File: src/rtl/uart_pkg.sv
// Shared UART definitions: transmitter state encoding, frame width and the
// clock-to-baud divider rounding used by both transmit and receive sides.
package uart_pkg;

   typedef enum logic [1:0] {
      ST_IDLE  = 2'd0,
      ST_START = 2'd1,
      ST_DATA  = 2'd2,
      ST_STOP  = 2'd3
   } tx_state_e;

   localparam int DATA_BITS = 8;
   localparam int BIT_CNT_W = $clog2(DATA_BITS);

   // Nearest-integer divider; the receiver reuses this with baud*16.
   function automatic int baud_div(input int clk_hz, input int baud);
      return (clk_hz + baud / 2) / baud;
   endfunction

endpackage

File: src/rtl/uart_baud_cnt.sv
// Restartable bit-period counter; bit_end strobes for one cycle when the
// count reaches DIV-1, and the counter wraps to zero on that same edge.
module uart_baud_cnt #(
   parameter int DIV = 434
) (
   input  logic clk50,
   input  logic rst,
   input  logic restart,
   input  logic run,
   output logic bit_end
);

   localparam logic [15:0] CNT_LAST = 16'(DIV - 1);

   logic [15:0] baud_cnt;

   assign bit_end = run && (baud_cnt == CNT_LAST);

   always_ff @(posedge clk50) begin
      if (rst || restart) begin
         baud_cnt <= '0;
      end else if (run) begin
         baud_cnt <= bit_end ? '0 : baud_cnt + 16'd1;
      end
   end

endmodule

File: src/rtl/uart_tx.sv
// 8N1 UART transmitter: valid/ready byte intake, LSB-first serialisation on
// txd with one start and one stop bit, bit timing from an internal divider.
//
//   state    | meaning
//   ---------+-----------------------------------------------
//   ST_IDLE  | line high, ready for a byte
//   ST_START | start bit (txd low) for one bit period
//   ST_DATA  | shifting out data bits, LSB first
//   ST_STOP  | stop bit (txd high) for one bit period
module uart_tx
   import uart_pkg::*;
#(
   parameter int CLK_HZ = 50_000_000,
   parameter int BAUD   = 115_200
) (
   input  logic                 clk50,
   input  logic                 rst,
   input  logic [DATA_BITS-1:0] tx_data,
   input  logic                 tx_valid,
   output logic                 tx_ready,
   output logic                 txd,
   output logic                 tx_busy
);

   localparam int                     DIV      = baud_div(CLK_HZ, BAUD);
   localparam logic [BIT_CNT_W-1:0]   BIT_LAST = BIT_CNT_W'(DATA_BITS - 1);

   tx_state_e              state;
   logic [DATA_BITS-1:0]   shreg;
   logic [BIT_CNT_W-1:0]   bit_cnt;
   logic                   accept;
   logic                   bit_end;

   // tx_ready is only ever high in ST_IDLE, so it alone qualifies the accept.
   assign accept = tx_valid && tx_ready;

   uart_baud_cnt #(
      .DIV (DIV)
   ) u_baud_cnt (
      .clk50   (clk50),
      .rst     (rst),
      .restart (accept),
      .run     (state != ST_IDLE),
      .bit_end (bit_end)
   );

   always_ff @(posedge clk50) begin
      if (rst) begin
         state    <= ST_IDLE;
         shreg    <= '0;
         bit_cnt  <= '0;
         txd      <= 1'b1;
         tx_ready <= 1'b0;
         tx_busy  <= 1'b0;
      end else begin
         case (state)
            ST_IDLE: begin
               txd <= 1'b1;
               if (accept) begin
                  shreg    <= tx_data;
                  bit_cnt  <= '0;
                  txd      <= 1'b0;
                  tx_ready <= 1'b0;
                  tx_busy  <= 1'b1;
                  state    <= ST_START;
               end else begin
                  tx_ready <= 1'b1;
                  tx_busy  <= 1'b0;
               end
            end
            ST_START: begin
               if (bit_end) begin
                  txd   <= shreg[0];
                  shreg <= shreg >> 1;
                  state <= ST_DATA;
               end
            end
            ST_DATA: begin
               if (bit_end) begin
                  if (bit_cnt == BIT_LAST) begin
                     txd   <= 1'b1;
                     state <= ST_STOP;
                  end else begin
                     txd     <= shreg[0];
                     shreg   <= shreg >> 1;
                     bit_cnt <= bit_cnt + BIT_CNT_W'(1);
                  end
               end
            end
            ST_STOP: begin
               if (bit_end) begin
                  tx_ready <= 1'b1;
                  tx_busy  <= 1'b0;
                  state    <= ST_IDLE;
               end
            end
            default: state <= ST_IDLE;
         endcase
      end
   end

endmodule

File: config.mk
export PLATFORM = sky130hd
export DESIGN_NAME = uart_tx
export DESIGN_NICKNAME = d
export VERILOG_FILES = /design/src/rtl/uart_pkg.sv /design/src/rtl/uart_baud_cnt.sv /design/src/rtl/uart_tx.sv
export SDC_FILE = /design/constraint.sdc
export NUM_CORES = 1
export LEC_CHECK = 0
export BUFFER_PORTS_ARGS = -buffer_cell sky130_fd_sc_hd__buf_2
export CAP_MARGIN = 25
export CORE_MARGIN = 2
export CORE_UTILIZATION = 50
export DETAILED_ROUTE_END_ITERATION = 10
export PLACE_DENSITY = 0.68
export SETUP_SLACK_MARGIN = 0.1
export SYNTH_ARGS = -nofsm -noshare
export SYNTH_HDL_FRONTEND = slang
export SYNTH_SLANG_ARGS = --single-unit
export TNS_END_PERCENT = 1
File: constraint.sdc
create_clock -name clk50 -period 5.3 [get_ports clk50]
set_input_delay 0.53 -clock clk50 [delete_from_list [all_inputs] [get_ports clk50]]
set_output_delay 0.53 -clock clk50 [all_outputs]
set_load 0.01 [all_outputs]
==> out/results.txt <==
Critical path class -> reg -> reg
RSZ-0062 raised after global routing -> no
Final Hold Vio Count -> 0
Layout cells sized above 1 -> 0.179
CTS buffer count -> 5
Post-CTS Setup Inserts -> 0
GR Overflow Total -> 0
Post-synth EDFFs -> 0
Initial drt markers -> 57
HPWL after DPL -> 2410 um
Clk_lat worst skew -> 0.34 ns
Core ar. -> 0.00336 mm^2
Share of flip-flops with an asynchronous set or reset -> 0
Clock Path Buffers -> 2
Cells along the critical path -> inv_1, ha_1, and4b_2, nand4_4, or4_1, a21oi_1
Top-area cell type share of the netlist area -> 0.364
Synth area leaders -> dfxtp_1, nand2_1, ha_1
CTS H-tree lvls -> 2
Reg clk slew, reported paths -> 0.09 ns
Seq/Total Area, Yosys -> 0.364
VDD IR-drop max -> 0.000263 V
WL final -> 3390 um
Yosys top cell by area -> dfxtp_1
CTS Sinks -> 32
Leakage -> 0.000737 uW
Pins Over Slew Limit -> 0
Critical Path Sink Type -> register
Final Cell Area -> 0.00188 mm^2
Diode count -> 0
Largest delay share family, worst path -> simple AND/OR/NAND/NOR gates
Full die area -> 0.00401 mm^2
Fmax -> 450 MHz
Hold Crit Depth -> 3
Reg2reg path depth -> 6
Dominant synthesized flop cell -> dfxtp_1
Post-synth net total -> 212
CP arrival -> 2.49 ns
Vias in the first global route -> 1378
Buf+Inv Stages, Crit Path -> 1
Setup crit start kind -> register
Num rows -> 21
CTS resizes -> 0
#FFs+latches synth -> 32
CP required -> 5.56 ns
Setup violations, final -> 0
GRT Util Overall -> 0.190
I/O pins -> 14
DR vias -> 1420
First-pass GRT wire length -> 5970 um
TNS Setup -> 0 ns
Placed Area -> 0.00183 mm^2
Pwr Density -> 397 mW/mm^2
DR pass1 iterations -> 4
CTS hold repair buffers -> 0
Status -> finished clean
Initial Util -> 0.523
DIE WIDTH -> 63.3 um
Layout Skew -> 0.00555 ns
Post-Synthesis Cells -> 193
CP Depth -> 6
Worst Max-Slew Pin Slew -> 0.563 ns
Post-Syn Area -> 0.00176 mm^2
Yosys cell types -> 49
Critical-path maximum fanout -> 14
Maxcap violations -> 0
CTS tree -> built
Via/cell ratio -> 5.61
Hold crit path type -> in -> reg
CP max stage delay -> 0.54 ns
Slowest-stage cell, CP -> or4_1
Average wire per standard cell -> 13.4 um
Nets -> 225
CTS root buffer -> clkbuf_4
Period utilization -> 0.419
Syn_area_per_cell -> 9.11 um^2
# port buffers -> 13
Detailed-route DRC error count -> 0
Final RePlAce weighted congestion -> 0.849
Area delta synth->final -> 7.11%
Post-DRT Antenna Nets -> 0
Synth warn -> 0
Largest net degree at the start of global routing -> 26
Slew margin rel. -> 0.624
Die height -> 63.3 um
Initial antenna violation count -> 0
Fin crit period -> 2.22 ns
per-stage QoR:
step / utilization / hold slack [ns] / setup slack, ns / total power (uW) / cells
final: 0.560 / 0.419 / 3.08 / 748 / 253
after global routing: 0.560 / 0.437 / 2.87 / 807 / 253
after detailed placement: 0.543 / 0.458 / 3.12 / 608 / 245
after floorplan: - / 0.435 / 3.44 / 569 / 193
after global placement: 0.543 / 0.441 / 3.19 / 593 / 245
after CTS: 0.560 / 0.410 / 3.05 / 753 / 253
power by group:
group,internal [uW],total (uW),switching [uW]
Combinational,148,307,158
Sequential,271,294,22.9
Clock,65.4,147,82.0
registers in the layout (all words and copies together) (netlist names):
| name | flops |
|---|---|
| u_baud_cnt.baud_cnt | 16 |
| bit_cnt | 3 |
| tx_busy | 1 |
| state | 2 |
| tx_ready | 1 |
| txd | 1 |
| shreg | 8 |
cells in the final DEF, fill, tap and decap left out, types with 5 or more instances in the layout:
cell and instances:
a21oi_1 6, buf_2 13, clkbuf_4 5, dfxtp_1 32, ha_1 8, inv_1 7, mux2i_1 10, nand2_1 27
nand3_1 6, nor2_1 16, o211ai_1 7, or2b_2 5, xor2_1 7
worst paths after layout:
check	start	end	slack (ns)
worst max-delay path	state[0]$_SDFFE_PP0P_	u_baud_cnt.baud_cnt[15]$_SDFFE_PP0N_	3.08
worst min-delay path	tx_data[7]	shreg[7]$_SDFFE_PP0P_	0.42
worst max register to register	state[0]$_SDFFE_PP0P_	u_baud_cnt.baud_cnt[15]$_SDFFE_PP0N_	3.08
worst min register to register	shreg[2]$_SDFFE_PP0P_	shreg[2]$_SDFFE_PP0P_	0.47
cells in the mapped netlist, types with 2 or more instances:
| master | instances |
|---|---|
| o32ai_1 | 2 |
| dfxtp_1 | 32 |
| o21ai_0 | 3 |
| mux2i_1 | 10 |
| or4_1 | 3 |
| and2_1 | 2 |
| o211ai_1 | 7 |
| o31ai_1 | 3 |
| inv_1 | 7 |
| a21oi_1 | 6 |
| a311oi_1 | 2 |
| or2_2 | 2 |
| xor2_1 | 7 |
| ha_1 | 8 |
| nand2_1 | 27 |
| and3_1 | 2 |
| nand4_1 | 4 |
| nand3_1 | 6 |
| xnor2_1 | 2 |
| or3_1 | 3 |
| or2b_1 | 2 |
| nor2_1 | 16 |
| nor2b_1 | 3 |
| a211oi_1 | 2 |
| buf_6 | 3 |
| or2b_2 | 5 |
| buf_2 | 2 |
per-layer routing:
layer | GRT usage | routed length (um)
met3 | 0.0429 | 84
met2 | 0.339 | 1700
met4 | 0.0897 | 74
met5 | 0 | 0
met1 | 0.212 | 1530
logic make-up after synthesis:
kind of cell | synth area share
multiplexers | 0.0569
adder cells (fa/ha/maj) | 0.0569
flip-flops | 0.364
buffers and inverters | 0.0505
XOR/XNOR | 0.0448
AO/OA/AOI/OAI | 0.143
AND/OR/NAND/NOR | 0.284
worst min-delay path, delay by kind of cell:
kind,cells,cell delay [ns]
and+or+nand+nor,1,0.04
muxes,1,0.05
buffers and inverters,1,0.10
final cells by class:
type | instances | area (um^2)
Fill cell | 344 | 1480
Multi-Input combinational cell | 146 | 1030
Tap cell | 46 | 57.6
Inverter | 8 | 32.5
Timing Repair Buffer | 13 | 65.1
Sequential cell | 32 | 641
Clock buffer | 8 | 58.8
(Power assumes the default switching activity.)
